$ cat src/rtl/fetch_sequencer_pkg.sv
// rtl/fetch_sequencer_pkg.sv - shared state type, default start PC and absolute branch-target table
package fetch_sequencer_pkg;

  typedef enum logic [1:0] {IDLE, LOAD, RUN, DONE} seq_state_t;

  localparam int START_PC_DEFAULT = 0;
  localparam int LUT_PC_W         = 10;
  localparam int LUT_DEPTH        = 8;

  // Absolute branch targets; narrower PC builds keep the low bits.
  localparam logic [LUT_PC_W-1:0] target_lut [LUT_DEPTH] = '{
    10'h000, 10'h012, 10'h040, 10'h07F,
    10'h100, 10'h1A5, 10'h2C0, 10'h3FE
  };

endpackage

$ cat src/rtl/fetch_sequencer_branch_lut.sv
// rtl/fetch_sequencer_branch_lut.sv - combinational branch index to absolute target lookup
module branch_lut
  import fetch_sequencer_pkg::*;
#(
  parameter int PC_W      = 10,
  parameter int LUT_IDX_W = 3
) (
  input  logic [LUT_IDX_W-1:0] branch_idx,
  output logic [PC_W-1:0]      target
);

  logic [LUT_PC_W-1:0] raw;

  always_comb begin
    raw = target_lut[branch_idx];
  end

  assign target = PC_W'(raw);

endmodule

$ cat src/rtl/fetch_sequencer.sv
// rtl/fetch_sequencer.sv - program counter, start/ack run control and FLAG/OVERFLOW status
// Optional INSTR_COUNT_EN adds a saturating retired-instruction counter output instr_ct.
module fetch_sequencer
  import fetch_sequencer_pkg::*;
#(
  parameter int PC_W      = 10,
  parameter int LUT_IDX_W = 3,
  parameter int START_PC  = START_PC_DEFAULT
) (
  input  logic                 Clk,
  input  logic                 Reset,
  input  logic                 Start,
  input  logic                 branch_en,
  input  logic [LUT_IDX_W-1:0] branch_idx,
  input  logic                 halt,
  input  logic                 flag_write,
  input  logic                 flag_in,
  input  logic                 overflow_write,
  input  logic                 overflow_in,
  output logic [PC_W-1:0]      ProgCtr,
  output logic                 flag_q,
  output logic                 overflow_q,
  output logic                 running,
  output logic                 Ack
`ifdef INSTR_COUNT_EN
  ,
  output logic [15:0]          instr_ct
`endif
);

  localparam logic [PC_W-1:0] PC_START = PC_W'(START_PC);
  localparam logic [PC_W-1:0] PC_LAST  = '1;
  localparam logic [PC_W-1:0] PC_ONE   = {{(PC_W-1){1'b0}}, 1'b1};

  seq_state_t      state, state_n;
  logic [PC_W-1:0] pc_n;
  logic [PC_W-1:0] target;
  logic            flag_n;
  logic            ovf_n;

  branch_lut #(
    .PC_W      (PC_W),
    .LUT_IDX_W (LUT_IDX_W)
  ) u_branch_lut (
    .branch_idx (branch_idx),
    .target     (target)
  );

  always_ff @(posedge Clk) begin
    if (Reset) begin
      state      <= IDLE;
      ProgCtr    <= PC_START;
      flag_q     <= 1'b0;
      overflow_q <= 1'b0;
      Ack        <= 1'b0;
    end else begin
      state      <= state_n;
      ProgCtr    <= pc_n;
      flag_q     <= flag_n;
      overflow_q <= ovf_n;
      Ack        <= (state_n == DONE);
    end
  end

  always_comb begin
    state_n = state;
    pc_n    = ProgCtr;
    flag_n  = flag_q;
    ovf_n   = overflow_q;
    unique case (state)
      IDLE: begin
        if (Start) state_n = LOAD;
      end
      LOAD: begin
        pc_n   = PC_START;
        flag_n = 1'b0;
        ovf_n  = 1'b0;
        if (!Start) state_n = RUN;
      end
      RUN: begin
        if (Start) begin
          state_n = LOAD;
        end else begin
          if (flag_write)     flag_n = flag_in;
          if (overflow_write) ovf_n  = overflow_in;
          if (halt) begin
            state_n = DONE;
          end else if (branch_en) begin
            pc_n = target;
          end else if (ProgCtr == PC_LAST) begin
            // Falling off the end of ROM finishes the program instead of wrapping.
            state_n = DONE;
          end else begin
            pc_n = ProgCtr + PC_ONE;
          end
        end
      end
      DONE: begin
        if (Start) state_n = LOAD;
      end
      default: state_n = IDLE;
    endcase
  end

  assign running = (state == RUN);

`ifdef INSTR_COUNT_EN
  always_ff @(posedge Clk) begin
    if (Reset || state == LOAD) begin
      instr_ct <= 16'h0000;
    end else if (state == RUN && !Start && instr_ct != 16'hFFFF) begin
      instr_ct <= instr_ct + 16'd1;
    end
  end
`endif

endmodule
$ cat config.mk
export PLATFORM = sky130hd
export DESIGN_NAME = fetch_sequencer
export DESIGN_NICKNAME = d
export VERILOG_FILES = /design/src/rtl/fetch_sequencer_pkg.sv /design/src/rtl/fetch_sequencer_branch_lut.sv /design/src/rtl/fetch_sequencer.sv
export SDC_FILE = /design/constraint.sdc
export NUM_CORES = 1
export LEC_CHECK = 0
export ABC_AREA = 1
export CORE_MARGIN = 2
export CORE_UTILIZATION = 49
export CTS_BUF_LIST = sky130_fd_sc_hd__clkbuf_8 sky130_fd_sc_hd__clkbuf_16
export DETAILED_ROUTE_END_ITERATION = 10
export PLACE_DENSITY = 0.79
export SLEW_MARGIN = 25
export SYNTH_ARGS = -nofsm -noshare
export SYNTH_HDL_FRONTEND = slang
export SYNTH_SLANG_ARGS = --single-unit
$ cat constraint.sdc
create_clock -name Clk -period 2 [get_ports Clk]
set_input_delay 0.4 -clock Clk [delete_from_list [all_inputs] [get_ports Clk]]
set_output_delay 0.4 -clock Clk [all_outputs]
set_load 0.01 [all_outputs]
==> flow_summary.toml <==
[synthesis]
synth-warning-count = 0
synth.yosys.seq_area_share_pct = 27.9
netlist_area_sq_mm = 0.00108
synth-edff-count = 0
postSynth.topFlopCell = "dfxtp_1"
synth_seq_cells = 15
syn_nets = 183
syn_avg_cell_area_sq_um = 6.41
syn-instance-count = 168
ys_types = 29
asyncSetResetFlopFracSynth_pct = 0

[drt]
dr.first_iter.drc_count = 37
routed-via-count = 1219
wire_length_per_cell_um = 12.1
drt_first_pass_iters = 4
drt-vias-per-instance = 5.42
wl_um = 2730
post-route-drc-count = 0
route.antenna.remaining_nets = 0

[sta]
drv_slew = 0
grt_setup_unrepaired = "false"
max_freq_mhz = 521
finalSetupViolations = 0
finalSetupTns_ns = 0
worst_clock_skew_ns = 0.00509
worstMarginPinSlew_ns = 0.379
fin_crit_ns = 1.92
relative_slew_margins_pct = 74.6
timing_hold_violations_final = 0
final_min_period_over_clock_period_pct = 96.0

[clocking]
cts_buffer_depth = 2
clock_tree_from_tritoncts = "yes"
cts_root_buf = "clkbuf_8"
worst_setup_hold_path_clk_slew_ns = 0.06
clock_tree.htree_level_count = 1
cts_made_buffers = 3
cts_sinks = 15
clock_latency_ns = 0.25

[power]
static_leak_nw = 0.570
pwr-share-comb_pct = 25.4
seq_power_share_pct = 42.3
clock_power_share_pct = 32.4
power-per-cell-area_mw_per_mm2 = 524
vdd_drop_max_v = 0.000349
internal-power_mw = 0.521
switching_share_pct = 29.9
net-switching-power_mw = 0.222

[placement]
dpl.hpwl_um = 2120
io_buffers = 25
finalWeightedCongestion = 0.933
dpl.cell_count = 221

[floorplan]
die_w_um = 50.9
die_area_sq_mm = 0.00259
floorplan.core_area_sq_mm = 0.00202
top_level_ports = 26
die-height_um = 50.9
rows = 16
floorplan.initialDensity_pct = 53.3

[setup_path]
length_in_cells_of_the_worst_reg_to_reg_path = 8
cp.required_ns = 1.60
crit_fanout = 9
rr_endpoint = "ProgCtr[9]"
critPathKind = "flip-flop to output port"
critical_path.reg2reg.startpoint = "state[0]"
endpoint_kind = "output port"
critical_path.startpoint_type = "flip-flop"
worst_case_register_to_register_setup_slack_ns = 0.36
timing.critical_path.arrival_ns = 1.52

[grt]
grt_remaining_overflow = 0
grt.total_usage_pct = 25.1
largest_net_degree_at_the_start_of_global_routing = 11
antenna_found_initial = 0
grt_pass1_wl_um = 5040
vias_in_the_first_global_route = 1228

[final_layout]
layout-drive-gt1-share_pct = 13.1
number_of_nets_in_the_layout = 214
flow.area_growth_from_synthesis_pct = 31.7
sequential_cell_area_sq_um = 300
final_cell_count_no_fill = 225
antenna-diode-count = 0
multi_input_gate_area_in_the_final_layout_sq_um = 672
number_of_fillers_in_the_final_layout = 184

[run_status]
status = "finished, final reports clean"

[worst_hold_path]
hold_end = "flag_q"
min_delay_path_depth = 2
hold_class = "flip-flop to flip-flop"
hold_path_startpoint = "flag_q"

[job]
maxCapViolCount = 0
-- worst max-delay path, cell delays in order (launching register included) --
cell and delay, ns:
dfxtp_1 0.31, inv_1 0.10, ha_2 0.30, clkdlybuf4s50_1 0.57
-- cell usage in the layout, fill, tap and decap left out, types with 3 or more instances in the layout --
cell,instances
nand2_1,46
a21oi_1,14
nand3_1,13
clkbuf_8,3
nand4_1,6
nor2_2,7
buf_4,4
o21ai_0,4
dfxtp_1,15
inv_1,18
clkdlybuf4s50_1,25
nor2_1,20
-- layout make-up --
cell class              count  share of cell area, %
inverters                  22                   6.17
repair buffers             29                   19.8
flip-flops and latches     15                   21.2
clock inverters             1                  0.265
well taps                  27                   2.38
multi-input cells         128                   47.4
clock buffers               3                   2.91
-- sequential cells by signal (all words and copies together) (netlist names) --
signal and cells:
ProgCtr 10, state 2, Ack 1, flag_q 1, overflow_q 1
-- layer usage --
| layer | GRT usage (%) | vias to the layer above | wire length, um |
|---|---|---|---|
| met2 | 44.7 | 40 | 1350 |
| met1 | 30.0 | 563 | 1180 |
| met4 | 12.2 | 0 | 65 |
| met5 | 0 | - | 0 |
| li1 | - | 605 | - |
| met3 | 2.63 | 11 | 135 |
-- cell usage after synthesis (2+ instances only) --
master	n	area, sq um
nand2_1	46	173
nor2_2	7	43.8
dfxtp_1	15	300
nor2_4	2	22.5
nand3_1	13	65.1
inv_4	2	12.5
inv_1	17	63.8
nor2_1	20	75.1
ha_1	3	37.5
o21ai_0	4	20.0
inv_2	2	7.51
a21oi_1	14	70.1
a31oi_1	2	12.5
nand4_1	6	37.5
-- worst max-delay path by stage --
stage | slack, ns | depth (start not counted) | endpoint | startpoint
2_1_floorplan | 0.44 | 8 | ProgCtr[2] | ProgCtr[0]
3_3_place_gp | 0.20 | 9 | ProgCtr[7] | Start
3_5_place_dp | 0.15 | 8 | ProgCtr[3] | Start
4_1_cts | 0.09 | 3 | running | state[0]
5_1_grt | 0.02 | 3 | running | state[0]
6_report | 0.08 | 3 | running | state[0]
-- per-stage QoR --
step	cell area (sq um)	total power [mW]	hold slack (ns)	setup WS, ns	util (%)
after global routing	1420	0.781	0.502	0.0176	70.2
after global placement	1370	0.497	0.450	0.201	67.8
after detailed placement	1370	0.503	0.461	0.154	67.8
after floorplan	1080	0.439	0.469	0.444	-
final	1420	0.743	0.472	0.0797	70.2
after CTS	1420	0.744	0.478	0.0865	70.2
-- timing repair --
action                     CTS  global route
buffers inserted             0             0
resized for setup            1             0
hold buffers                 0             0
setup endpoints to repair    1             0
-- cells by family (layout without fill, tap and decap cells) --
kind of cell,Yosys count,in the layout,synth area share (%)
buffers and inverters,25,55,9.99
AOI/OAI and AO/OA,24,24,12.5
adders and majority gates,3,3,3.48
xor gates and xnor gates,1,1,0.813
and+or+nand+nor,99,99,44.4
muxes,1,1,0.929
DFF,15,15,27.9
-- power by group through the flow --
stage | combinational (mW) | sequential (mW) | clock, mW
after floorplan | 0.118 | 0.321 | 0
after global placement | 0.177 | 0.320 | 0
after CTS | 0.185 | 0.314 | 0.245
after global routing | 0.208 | 0.315 | 0.258
after detailed placement | 0.183 | 0.320 | 0
final | 0.188 | 0.314 | 0.240
Note: power is estimated with default switching activity, not from simulation.
